$ cat config.mk
export PLATFORM = sky130hd
export DESIGN_NAME = tt_pin_exerciser
export DESIGN_NICKNAME = d
export VERILOG_FILES = /design/src/rtl/tt_pin_exerciser.sv
export SDC_FILE = /design/constraint.sdc
export NUM_CORES = 1
export LEC_CHECK = 0
export CORE_MARGIN = 3
export CORE_UTILIZATION = 35
export DETAILED_ROUTE_END_ITERATION = 10
export PLACE_DENSITY = 0.69
export SYNTH_ARGS = -nofsm -noshare
export SYNTH_HDL_FRONTEND = slang
export SYNTH_SLANG_ARGS = --single-unit
$ cat constraint.sdc
create_clock -name clk -period 2.7 [get_ports clk]
set_clock_uncertainty 0.15 [all_clocks]
set_input_delay 0.405 -clock clk [delete_from_list [all_inputs] [get_ports clk]]
set_output_delay 0.405 -clock clk [all_outputs]
set_load 0.01 [all_outputs]
$ cat src/rtl/tt_pin_exerciser.sv
// tt_pin_exerciser: host-side driver for a TinyTapeout user design.
// Releases the design from reset, applies LFSR stimulus on ui/uio and folds
// uo_out plus the enabled uio_out bits into a 16-bit MISR signature.
// Optional build macro TT_PIN_EXERCISER_COMPARE_EN adds EXPECTED_SIG and a
// registered pass flag comparing the final signature against it.
module tt_pin_exerciser #(
  parameter int unsigned RESET_CYCLES  = 10,
  parameter int unsigned VECTOR_COUNT  = 256,
  parameter int unsigned SETTLE_CYCLES = 1,
  parameter logic [7:0]  LFSR_SEED     = 8'hA5
`ifdef TT_PIN_EXERCISER_COMPARE_EN
  , parameter logic [15:0] EXPECTED_SIG = 16'h0000
`endif
) (
  input  logic        clk,
  input  logic        rst,
  input  logic        start,
  output logic        busy,
  output logic        done,
  output logic [15:0] signature,
  output logic [15:0] vec_count,
  output logic        dut_rst_n,
  output logic        dut_ena,
  output logic [7:0]  dut_ui_in,
  output logic [7:0]  dut_uio_in,
  input  logic [7:0]  dut_uo_out,
  input  logic [7:0]  dut_uio_out,
  input  logic [7:0]  dut_uio_oe
`ifdef TT_PIN_EXERCISER_COMPARE_EN
  , output logic      pass
`endif
);

  typedef enum logic [2:0] {
    IDLE,
    RESET,
    DRIVE,
    SETTLE,
    CAPTURE,
    DONE
  } state_t;

  // An all-zero seed would lock the LFSR, so it is swapped for 1.
  localparam logic [7:0]  SEED        = (LFSR_SEED == 8'h00) ? 8'h01 : LFSR_SEED;
  localparam logic [7:0]  RESET_LAST  = 8'(RESET_CYCLES - 1);
  localparam logic [7:0]  SETTLE_LAST = 8'((SETTLE_CYCLES == 0) ? 0 : SETTLE_CYCLES - 1);
  localparam logic [15:0] VEC_TOTAL   = 16'(VECTOR_COUNT);

  state_t      state;
  logic [7:0]  cnt;
  logic [7:0]  lfsr;
  logic [7:0]  lfsr_next;
  logic [15:0] cap_data;
  logic [15:0] misr_next;
  logic        last_vec;

  // Next stimulus word, captured response word and next signature.
  always_comb begin
    lfsr_next = {lfsr[6:0], lfsr[7] ^ lfsr[5] ^ lfsr[4] ^ lfsr[3]};
    cap_data  = {dut_uio_out & dut_uio_oe, dut_uo_out};
    misr_next = {signature[14:0], 1'b0} ^ (signature[15] ? 16'h1021 : 16'h0000) ^ cap_data;
    last_vec  = ((vec_count + 16'd1) == VEC_TOTAL);
  end

  // Run sequencer: reset/enable the user design, then drive, settle, capture.
  always_ff @(posedge clk or posedge rst) begin
    if (rst) begin
      state      <= IDLE;
      cnt        <= 8'd0;
      lfsr       <= SEED;
      busy       <= 1'b0;
      done       <= 1'b0;
      signature  <= 16'h0000;
      vec_count  <= 16'h0000;
      dut_rst_n  <= 1'b0;
      dut_ena    <= 1'b0;
      dut_ui_in  <= 8'h00;
      dut_uio_in <= 8'h00;
`ifdef TT_PIN_EXERCISER_COMPARE_EN
      pass       <= 1'b0;
`endif
    end else begin
      case (state)
        IDLE, DONE: begin
          if (state == IDLE) begin
            dut_rst_n <= 1'b0;
          end
          if (start) begin
            state     <= RESET;
            cnt       <= 8'd0;
            lfsr      <= SEED;
            busy      <= 1'b1;
            done      <= 1'b0;
            signature <= 16'h0000;
            vec_count <= 16'h0000;
            dut_rst_n <= 1'b0;
            dut_ena   <= 1'b1;
`ifdef TT_PIN_EXERCISER_COMPARE_EN
            pass      <= 1'b0;
`endif
          end
        end
        RESET: begin
          if (cnt == RESET_LAST) begin
            cnt       <= 8'd0;
            dut_rst_n <= 1'b1;
            state     <= DRIVE;
          end else begin
            cnt <= cnt + 8'd1;
          end
        end
        DRIVE: begin
          dut_ui_in  <= lfsr;
          dut_uio_in <= {lfsr[3:0], lfsr[7:4]};
          cnt        <= 8'd0;
          state      <= (SETTLE_CYCLES == 0) ? CAPTURE : SETTLE;
        end
        SETTLE: begin
          if (cnt == SETTLE_LAST) begin
            cnt   <= 8'd0;
            state <= CAPTURE;
          end else begin
            cnt <= cnt + 8'd1;
          end
        end
        CAPTURE: begin
          signature <= misr_next;
          lfsr      <= lfsr_next;
          if (vec_count != VEC_TOTAL) begin
            vec_count <= vec_count + 16'd1;
          end
          if (last_vec) begin
            state <= DONE;
            busy  <= 1'b0;
            done  <= 1'b1;
`ifdef TT_PIN_EXERCISER_COMPARE_EN
            pass  <= (misr_next == EXPECTED_SIG);
`endif
          end else begin
            state <= DRIVE;
          end
        end
        default: begin
          state <= IDLE;
        end
      endcase
    end
  end

endmodule
==> out/results.txt <==
Worst setup endpoint: vec_count[9]
Number of global-route vias before repair: 3033
Longest Clk Path Bufs: 2
Initial DRC count: 140
IO Pins: 79
PD cells: 581.7 nW/um^2
Worst setup SP type: register
Hold buffer count at cts: 0
Post-layout nets: 490
R2R setup slack: 0.19 ns
Row cnt: 37
Syn Inst Count: 395
P_leak: 1.895 nW
Peak VDD IR: 0.0003968 V
Most used flip-flop cell after synthesis: dfrtp_1
Clock-pin slew on the worst setup and hold paths: 0.08 ns
Root Driver: clkbuf_8
Critical-path cell list: or3b_1, nand4b_4, o31ai_4, o21ai_1, o31ai_1
Status: completed
CP Launch Point: vec_count[4]
Routed wire length: 8792 um
RSZ-0062 raised after global routing: no
RD Place Congestion: 0.8902
Sequential share of the synthesized area: 0.4194
Worst r2r src: vec_count[4]
Final setup fails: 0
Area contributors post-synth: dfrtp_1, nand2_1, xnor2_1
Total global routing overflow: 0
Post-synthesis register bit count: 63
Area share of the largest cell type after synthesis: 0.3915
Worst-path maximum fanout: 15
PortBufs: 78
WL per Instance: 14.70 um
Adder-Cell Fraction of Synth Area: 0.01991
Synth Warn #: 0
Clock sinks: 63
Fraction of registers with async set/reset: 1.000
Chip width: 109.8 um
First-pass GRT wire length: 15090 um
Post-synth EDFFs: 0
Total track usage: 0.1579
Post-route ant nets: 0
Yosys cell types: 69
Worst-skew pair later-pin latency: 0.35 ns
Critical Path RT: 2.80 ns
Post-Synth XOR/XNOR Area: 0.05574
Synth Area per Inst: 9.547 um^2
Cell count of the worst reg-to-reg path: 5
Final period util: 0.9289
Critical Path End Type: register
Proportion of synthesized area in mux cells: 0.03749
Initial antenna violation count: 0
Post-Synth Simple-Gate Area: 0.2074
Mapped Area: 3771 um^2
Layout cells sized above 1: 0.1494
Mapped Nets: 428
DR vias/cell: 5.194
Final Critical Period: 2.508 ns
Finished Core Util: 0.4622
Most frequent cells in the layout: clkdlybuf4s50_1, nand2_1, dfrtp_1, o22ai_1, o21ai_1
Inserted Clock Buffers: 9
Fin. Hold Viols: 0
Core Region: 10420 um^2
Synth area leader: dfrtp_1
# resized after CTS: 0
WS Path Type: reg2reg
N_diodes: 0
Final setup TNS: 0 ns
Initial core utilization: 0.3620
Fmax: 398.7 MHz
Largest net degree at the start of global routing: 64
Slew @ Worst Pin: 0.9356 ns
DP HPWL: 6231 um
1st-pass router iterations: 4
Via Count: 3106
Area grow syn2layout: 27.67%
Max-slew violation count: 0
Synth Area in Compound Gates: 0.1918
Crit Reg-Reg Endpoint: vec_count[9]
Max capacitance violation total: 0
Crit-path slowest cell: o31ai_4
CTS tree: yes
Most common cell after layout, fill and taps aside: clkdlybuf4s50_1
Critical Path AT: 2.61 ns
H-Tree Depth: 3
Hold Path Class: in2async
Rel. slew slack: 0.3763
Remaining DRCs: 0
Die area: 12060 um^2
Largest family of logic cells by synthesized area: simple AND/OR/NAND/NOR gates
Post-CTS Setup Bufs: 0
Die height: 109.8 um
CP peak stage delay: 0.78 ns
==> worst min path at each step <==
stage             from           end  slack (ns)
5_1_grt            rst  signature[0]        0.32
3_3_place_gp   dut_ena       dut_ena        0.30
4_1_cts            rst  signature[0]        0.29
3_5_place_dp   dut_ena       dut_ena        0.31
6_report           rst        cnt[2]        0.28
2_1_floorplan  lfsr[1]       lfsr[2]        0.31
==> routing by layer <==
| layer | wire [um] | vias to the layer above | GRT usage |
|---|---|---|---|
| met1 | 3957 | 1501 | 0.2087 |
| met2 | 4310 | 70 | 0.2491 |
| met5 | 0 | - | 0 |
| met4 | 49 | 0 | 0.03829 |
| li1 | - | 1531 | - |
| met3 | 475 | 4 | 0.05285 |
==> cell type report <==
| cell class | count | area (um^2) |
|---|---|---|
| Fill cell | 995 | 5602 |
| Sequential cell | 63 | 1582 |
| Clock inverter | 6 | 92.59 |
| Multi-Input combinational cell | 286 | 1934 |
| Clock buffer | 10 | 137.6 |
| Timing Repair Buffer | 87 | 860.8 |
| Tap cell | 136 | 170.2 |
| Inverter | 10 | 37.54 |
==> sequential cells by signal, indices dropped and copies added, names as in the netlist <==
signal,count
signature,16
vec_count,16
cnt,8
lfsr,8
dut_ui_in,7
state,3
busy,1
done,1
dut_ena,1
dut_rst_n,1
dut_uio_in,1
==> logic make-up (layout without fill, tap and decap cells) <==
kind of cell,count (synthesis),after routing
AND/OR/NAND/NOR,142,142
flip-flops,63,63
buffers and inverters,46,113
multiplexers,13,13
XOR/XNOR,24,24
AO/OA/AOI/OAI,101,101
adder cells (fa/ha/maj),6,6
==> report_power, final <==
part	internal [W]	total, W	switching, W
logic	0.000407	0.000654	0.000247
clock network	0.000550	0.000954	0.000404
registers	0.00107	0.00119	0.000126
==> synth_stat cells, drive strengths merged (8+ instances only) <==
cell / number
nand2: 62
dfrtp: 59
o21ai: 35
buf: 26
o22ai: 17
xnor2: 16
nor2: 14
nor3: 13
a21oi: 12
clkbuf: 10
inv: 10
nand4: 10
o31ai: 10
mux2: 9
nand3: 9
xor2: 8
==> through the flow <==
step	instance area, um^2	setup WS (ns)	hold WS [ns]	total power [W]	instances
final	4815	0.1919	0.2803	0.002800	598
after global routing	4815	0.006381	0.3153	0.002962	598
after CTS	4815	0.2460	0.2909	0.002839	598
after detailed placement	4584	0.2241	0.3051	0.001874	582
after global placement	4584	0.2984	0.3047	0.001864	582
after floorplan	3771	0.5466	0.3062	0.001521	395
==> worst max-delay path: cells and delay by family, from the launching register on <==
| family | cells | cell delay (ns) |
|---|---|---|
| AOI/OAI and AO/OA | 3 | 1.07 |
| DFF | 1 | 0.51 |
| and+or+nand+nor | 2 | 0.68 |
(Power assumes the default switching activity.)
